[src/rtl/multi_debounce.sv]
// multi_debounce
// ---------------------------------------------------------------------------
// Multi-channel push-button debouncer for a bank of raw board buttons.
// Each channel has its own logic, independent of the other channels:
//   - a 2-flop synchroniser (s0 -> s1),
//   - a STABLE/CHANGED filter with a restart-on-glitch counter,
//   - registered one-cycle rise/fall pulses.
// A channel's output follows its input only after the synchronised input has
// differed from the output for COUNT consecutive cycles. Any cycle where the
// synchronised input matches the output again restarts the count. From an
// input change to the output update is COUNT+2 cycles.
//
// Optional feature (compile-time macro DEBOUNCE_HOLD_EN):
//   Long-press detection. btn_hold[i] rises HOLD_COUNT cycles after the
//   btn_rise[i] cycle. It clears in the same cycle that btn_fall[i] pulses.
//   When the macro is not defined, btn_hold is tied to 0. The port stays in
//   the interface, so instantiations do not change.
//
// Parameters:
//   CHANNELS   number of independent channels (>= 1)
//   COUNT      number of stable cycles of difference needed before the
//              output follows (>= 2)
//   CNT_W      width of the filter counter; 2**CNT_W must be > COUNT
//   HOLD_COUNT number of debounced-high cycles before btn_hold asserts
//
// Ports:
//   clk       system clock; all logic runs on the rising edge
//   reset     synchronous, active-high; clears all state
//   btn_in    raw, asynchronous button levels
//   btn_out   debounced levels
//   btn_rise  one-cycle pulse on the first cycle that btn_out is 1
//   btn_fall  one-cycle pulse on the first cycle that btn_out is 0
//   btn_hold  debounced long-press level (always 0 without DEBOUNCE_HOLD_EN)
//
// Per-channel filter state:
//   Each channel's state is the register g_ch[i].state.
//   1'b0 = STABLE, 1'b1 = CHANGED.
//   Checkers can bind to this register.
// ---------------------------------------------------------------------------
module multi_debounce #(
  parameter int CHANNELS   = 4,
  parameter int COUNT      = 3000000,
  parameter int CNT_W      = 22,
  parameter int HOLD_COUNT = 6000000
) (
  input  logic                clk,
  input  logic                reset,
  input  logic [CHANNELS-1:0] btn_in,
  output logic [CHANNELS-1:0] btn_out,
  output logic [CHANNELS-1:0] btn_rise,
  output logic [CHANNELS-1:0] btn_fall,
  output logic [CHANNELS-1:0] btn_hold
);

  typedef enum logic {
    STABLE  = 1'b0,
    CHANGED = 1'b1
  } state_t;

  localparam logic [CNT_W-1:0] CNT_MAX = CNT_W'(COUNT - 1);

  // Elaboration-time parameter sanity checks.
  if (CHANNELS < 1) begin : g_bad_channels
    $error("multi_debounce: CHANNELS must be >= 1");
  end
  if (COUNT < 2 || (64'(1) << CNT_W) <= 64'(COUNT)) begin : g_bad_count
    $error("multi_debounce: need COUNT >= 2 and 2**CNT_W > COUNT");
  end
  if (HOLD_COUNT < 1 || (64'(1) << (CNT_W + 1)) <= 64'(HOLD_COUNT)) begin : g_bad_hold
    $error("multi_debounce: need HOLD_COUNT >= 1 and 2**(CNT_W+1) > HOLD_COUNT");
  end

  for (genvar i = 0; i < CHANNELS; i++) begin : g_ch
    logic             s0;
    logic             s1;
    state_t           state;
    logic [CNT_W-1:0] cnt;
    logic             out_q;
    logic             rise_q;
    logic             fall_q;
    logic             commit;

    // commit is high on the edge where the output takes the new level:
    // the input has differed from the output for COUNT cycles in a row.
    assign commit = (state == CHANGED) && (s1 != out_q) && (cnt == CNT_MAX);

    always_ff @(posedge clk) begin
      if (reset) begin
        s0     <= 1'b0;
        s1     <= 1'b0;
        state  <= STABLE;
        cnt    <= '0;
        out_q  <= 1'b0;
        rise_q <= 1'b0;
        fall_q <= 1'b0;
      end else begin
        s0     <= btn_in[i];
        s1     <= s0;
        rise_q <= 1'b0;
        fall_q <= 1'b0;
        case (state)
          STABLE: begin
            cnt <= '0;
            if (s1 != out_q) begin
              state <= CHANGED;
            end
          end
          CHANGED: begin
            if (s1 == out_q) begin
              // A glitch: the input returned to the output level before the
              // count finished. Drop back to STABLE and do not issue a pulse.
              state <= STABLE;
              cnt   <= '0;
            end else if (commit) begin
              out_q  <= s1;
              state  <= STABLE;
              cnt    <= '0;
              rise_q <= s1;
              fall_q <= ~s1;
            end else begin
              cnt <= cnt + 1'b1;
            end
          end
        endcase
      end
    end

    assign btn_out[i]  = out_q;
    assign btn_rise[i] = rise_q;
    assign btn_fall[i] = fall_q;

`ifdef DEBOUNCE_HOLD_EN
    localparam logic [CNT_W:0] HOLD_MAX = (CNT_W + 1)'(HOLD_COUNT - 1);

    logic [CNT_W:0] hcnt;
    logic           hold_q;

    // On the edge where the output falls, out_q is still 1 and commit is
    // high. Clearing on commit makes btn_hold drop in the same cycle that
    // btn_fall pulses. While out_q is 1, commit can only mean a falling
    // transition.
    always_ff @(posedge clk) begin
      if (reset) begin
        hcnt   <= '0;
        hold_q <= 1'b0;
      end else if (!out_q || commit) begin
        hcnt   <= '0;
        hold_q <= 1'b0;
      end else if (!hold_q) begin
        if (hcnt == HOLD_MAX) begin
          hold_q <= 1'b1;
        end else begin
          hcnt <= hcnt + 1'b1;
        end
      end
    end

    assign btn_hold[i] = hold_q;
`else
    assign btn_hold[i] = 1'b0;
`endif
  end

endmodule

[config.mk]
export PLATFORM = sky130hd
export DESIGN_NAME = multi_debounce
export DESIGN_NICKNAME = d
export VERILOG_FILES = /design/src/rtl/multi_debounce.sv
export SDC_FILE = /design/constraint.sdc
export NUM_CORES = 1
export LEC_CHECK = 0
export BUFFER_PORTS_ARGS = -buffer_cell sky130_fd_sc_hd__buf_2
export CAP_MARGIN = 20
export CORE_UTILIZATION = 46
export CTS_BUF_LIST = sky130_fd_sc_hd__clkbuf_8
export DETAILED_ROUTE_END_ITERATION = 10
export SLEW_MARGIN = 15
export SYNTH_ARGS = -nofsm -noshare
export SYNTH_HDL_FRONTEND = slang
export SYNTH_SLANG_ARGS = --single-unit
[constraint.sdc]
create_clock -name clk -period 2.65 [get_ports clk]
set_input_delay 0.1325 -clock clk [delete_from_list [all_inputs] [get_ports clk]]
set_output_delay 0.1325 -clock clk [all_outputs]
set_load 0.02 [all_outputs]
Word level (Yosys, flattened, before mapping). Index checks and enable logic that the tools add are counted.

Flip-flop bits (word level): 112. Input port bits: 6. Output and inout port bits: 16. Word-level logic and storage cells: 104.

Add/subtract/negate cells: 4. Equal/unequal tests: 12. Muxes and demuxes: 28. Bitwise gates (word level): 16. Reduce and logical (&&, ||, !) cells: 16.

Operators with widths (number): two-way mux 22 bit (8); one-hot mux 22 bit (2 select lines) (4); adder 22 x 1 -> 22 bit, second input constant (4); equality test 22 bit, second input constant (4); inverter 1 bit (16); OR reduction 4 bit (4); two-way mux 1 bit (12); AND reduction 3 bit (4); logical AND 1 bit (8); one-hot mux 1 bit (2 select lines) (4); equality test 1 bit (4); != test 1 bit (4).

Depth between registers and ports, before layout.
Depth after elaboration: 6. Depth in mapped cells: 7. Depth with buffers taken out: 5.

Worst setup path before layout. Ideal clock, no wire load.

Path type: register to register. Start: register g_ch[3].cnt[0]. End: register g_ch[3].cnt[20]. Setup time: 0.070 ns. Data arrival time: 1.958 ns. Path slack: 0.622 ns. Stages on the path, launching flop included: 7. Clock period less this slack: 2.028 ns. Path through: dfxtp_1 > ha_1 > nand3_1 > or4_1 > buf_2 > or4_1 > a21oi_1.

Cells in the longest elaborated chain, start to end: 5. Elaborated cells on any way between the ends: 6. Those cells by class: add/sub (1); eq/ne (1); mux (3); reduce/logical (1).

RTL lines: start, declared (line 77) `logic [CNT_W-1:0] cnt;`; start signal, assigned (line 121) `cnt <= cnt + 1'b1;`; branches (longest 2 deep; another with adder 22 x 1 -> 22 bit); two-way mux 22 bit (*) (line 114) `end else if (commit) begin`; two-way mux 22 bit (*) (line 109) `if (s1 == out_q) begin`; one-hot mux 22 bit (2 select lines) (*) (line 101) `case (state)`.

Mark *: on every way between the ends. A chain may end at the register's enable or synchronous reset.

Final worst setup path. Ends and elaborated chain as after synthesis.

==> out/qor.yml <==
pwr:
  p_total_w: 0.00272
  ir_drop_uv: 220
  power_density_nw_per_um2: 518
  p_leak_nw: 1.57
cells_and_area:
  fillers: 1000
  drive_above_1_share_pct: 8.13
  synthToLayoutAreaGrowth_pct: 6.06
  fin_area_um2: 5250
  final_nets: 571
  n_antenna_cell: 0
  seq_area_um2: 2240
  multi_input_area_um2: 2440
floorplanning:
  die-area_um2: 11200
  die_x_um: 106
  dieHeight_um: 106
  start_util_pct: 47.8
  ios: 22
  core.rowCount: 37
  core_um2: 10400
global_routing:
  antenna_found_initial: 0
  grt_pass1_wl_um: 16200
  grt_max_degree: 23
  overflow: 0
  grt_pass1_vias: 3577
  groute.usage.overall_pct: 17.8
sta:
  period_minus_slack_ns: 2.26
  tightest_slew_ns: 0.522
  setup_tns_ns: 0
  finalClockSkew_ns: 0.00692
  fin_crit_sh_pct: 85.5
  slew_viol_final: 0
  relSlewSlack_pct: 65.1
  setup_violations: 0
  rsz0062_at_grt: "no"
  max_freq_mhz: 442
  timing_hold_violations_final: 0
placed_design:
  io_buffers: 17
  gp_congestion: 0.742
  placed_area_um2: 5040
  dp_hpwl_um: 6470
hold_path:
  hp-class: "in -> reg"
clock_tree:
  cts_root_buf: "clkbuf_8"
  clock_sinks: 112
  cts_setup_buffers: 0
  cts_tree: "built"
  clock_latency_ns: 0.38
  cts_resized: 0
  clk_path_buf_depth: 2
  numCtsBuffers: 9
  clkTransAtPathRegs_ns: 0.10
  cts.htree.levels: 3
synth:
  ys_ff_latch: 112
  avgSynthCellArea_um2: 8.88
  yosysSeqAreaShare_pct: 45.3
  syn-instance-count: 558
  synth_cell_type_count: 43
  mappedNetlistArea_um2: 4950
  ys_warn_count: 0
route:
  drc_errors: 0
  drt-wirelength-per-cell_um: 13.2
  wl_um: 9290
  dr.first_iter.drc_count: 114
  routed_via_density: 5.44
  antenna_left: 0
  firstDrtPassIters: 4
  num_vias: 3816
setup_path:
  worstPathMaxFanout: 9
  cp-end-kind: "register"
  worstPathArrival_ns: 2.57
  worstPathRequired_ns: 2.96
  start_kind: "register"
  critPathKind: "reg -> reg"
flow_run:
  drv_cap: 0
outcome:
  status: "complete, no violations"
path summary, 6_finish.rpt:
kind / startpoint / end / slack, ns / cells past startpoint
worst min-delay path: btn_in[3] / g_ch[3].s0$_SDFF_PP0_ / 0.04 / 2
worst max register to register: g_ch[3].cnt[0]$_SDFF_PP0_ / g_ch[3].cnt[20]$_SDFF_PP0_ / 0.39 / 5
worst min register to register: g_ch[0].s0$_SDFF_PP0_ / g_ch[0].s1$_SDFF_PP0_ / 0.44 / 1
worst max-delay path: g_ch[3].cnt[0]$_SDFF_PP0_ / g_ch[3].cnt[20]$_SDFF_PP0_ / 0.39 / 5
worst max-delay path: stages, from the launching register on:
cell     delay [ns]
dfxtp_1        0.38
ha_1           0.20
nand3_1        0.20
or4_1          0.73
or4_1          0.51
a21oi_1        0.17
cell type report:
type / count / area share, %
repair buffers: 25 / 2.86
inverters: 17 / 1.21
well taps: 136 / 3.24
clock inverters: 7 / 1.24
clock buffers: 9 / 2.36
flip-flops and latches: 112 / 42.7
multi-input cells: 396 / 46.4
synth_stat cells:
master | number | area share (%)
nand4b_1 | 1 | 0.18
conb_1 | 1 | 0.076
or2_2 | 2 | 0.25
nor3b_1 | 4 | 0.61
o31ai_1 | 20 | 3.0
and2_1 | 4 | 0.51
and3_1 | 12 | 1.5
buf_6 | 2 | 0.45
or4_1 | 25 | 3.8
inv_1 | 17 | 1.3
buf_4 | 16 | 2.4
a31o_2 | 1 | 0.18
nor4b_1 | 1 | 0.18
a21o_1 | 1 | 0.15
a31oi_1 | 1 | 0.13
xnor2_1 | 25 | 4.4
buf_2 | 8 | 0.81
o31ai_2 | 1 | 0.25
nor4_2 | 1 | 0.25
nor2_1 | 63 | 4.8
or3_1 | 19 | 2.4
or4b_1 | 3 | 0.61
and4_1 | 7 | 1.2
dfxtp_1 | 112 | 45
o21ai_0 | 14 | 1.4
o2111ai_2 | 1 | 0.30
nor2b_1 | 10 | 1.3
nor4_1 | 5 | 0.63
nor3_1 | 9 | 0.91
nand3_1 | 30 | 3.0
nand4_1 | 27 | 3.4
or4b_2 | 1 | 0.20
clkbuf_1 | 10 | 0.76
xor2_1 | 27 | 4.8
or4_4 | 1 | 0.23
ha_1 | 4 | 1.0
nor4b_2 | 1 | 0.30
nor4bb_1 | 2 | 0.40
nand2_1 | 30 | 2.3
mux2i_1 | 1 | 0.20
or4bb_1 | 2 | 0.45
a21oi_1 | 35 | 3.5
o21ai_1 | 1 | 0.10
metrics by stage:
step,util (%),instances,worst slack [ns],hold WS (ns)
detailed placement,48.6,684,0.422,0.364
floorplan,-,561,0.622,0.204
CTS,50.7,702,0.377,0.0254
finish,50.7,702,0.385,0.0420
global route,50.7,702,0.242,0.0221
global placement,48.6,684,0.487,0.348
power by group:
group	switching [W]	internal (W)	total, W
clock	0.000567	0.000429	0.000996
combinational	0.0000183	0.0000107	0.0000290
sequential	0.00000505	0.00169	0.00169
total	0.000590	0.00213	0.00272
sequential cells by signal, summed over array words and instances (netlist names):
signal and flops:
g_ch.s1 4, g_ch.out_q 4, g_ch.state 4, g_ch.rise_q 4, g_ch.cnt 88, g_ch.fall_q 4, g_ch.s0 4
what timing repair did:
| item | 4_1_cts | 5_1_grt |
|---|---|---|
| endpoints found under the hold margin | 2 | 0 |
| hold buffers | 2 | 0 |
| setup endpoints to repair | 0 | 0 |
kinds of logic after synthesis:
kind of cell / share of synthesized area, %
AO/OA/AOI/OAI: 9.10
AND/OR/NAND/NOR: 29.4
other: 0.0757
multiplexers: 0.202
flip-flops: 45.3
adder cells (fa/ha/maj): 1.01
XOR/XNOR: 9.20
buffers and inverters: 5.74
cells in the final DEF, fill, tap and decap left out, drive strengths merged, types with 10 or more instances in the layout:
| cell type | synthesis | routed |
|---|---|---|
| a21oi | 35 | 35 |
| and3 | 12 | 12 |
| buf | 26 | 23 |
| dfxtp | 112 | 112 |
| inv | 17 | 19 |
| nand2 | 30 | 30 |
| nand3 | 30 | 30 |
| nand4 | 27 | 27 |
| nor2 | 63 | 63 |
| nor2b | 10 | 10 |
| o21ai | 15 | 15 |
| o31ai | 21 | 21 |
| or3 | 19 | 19 |
| or4 | 26 | 26 |
| xnor2 | 25 | 25 |
| xor2 | 27 | 27 |
routing by layer:
layer / global-route usage (%) / vias to the layer above / part of all wire [%]
met5: 0 / - / 0
met1: 22.2 / 1790 / 50
met3: 4.27 / 12 / 2.4
met2: 29.9 / 34 / 46
met4: 6.25 / 0 / 1.4
li1: - / 1980 / -
(Power assumes the default switching activity.)
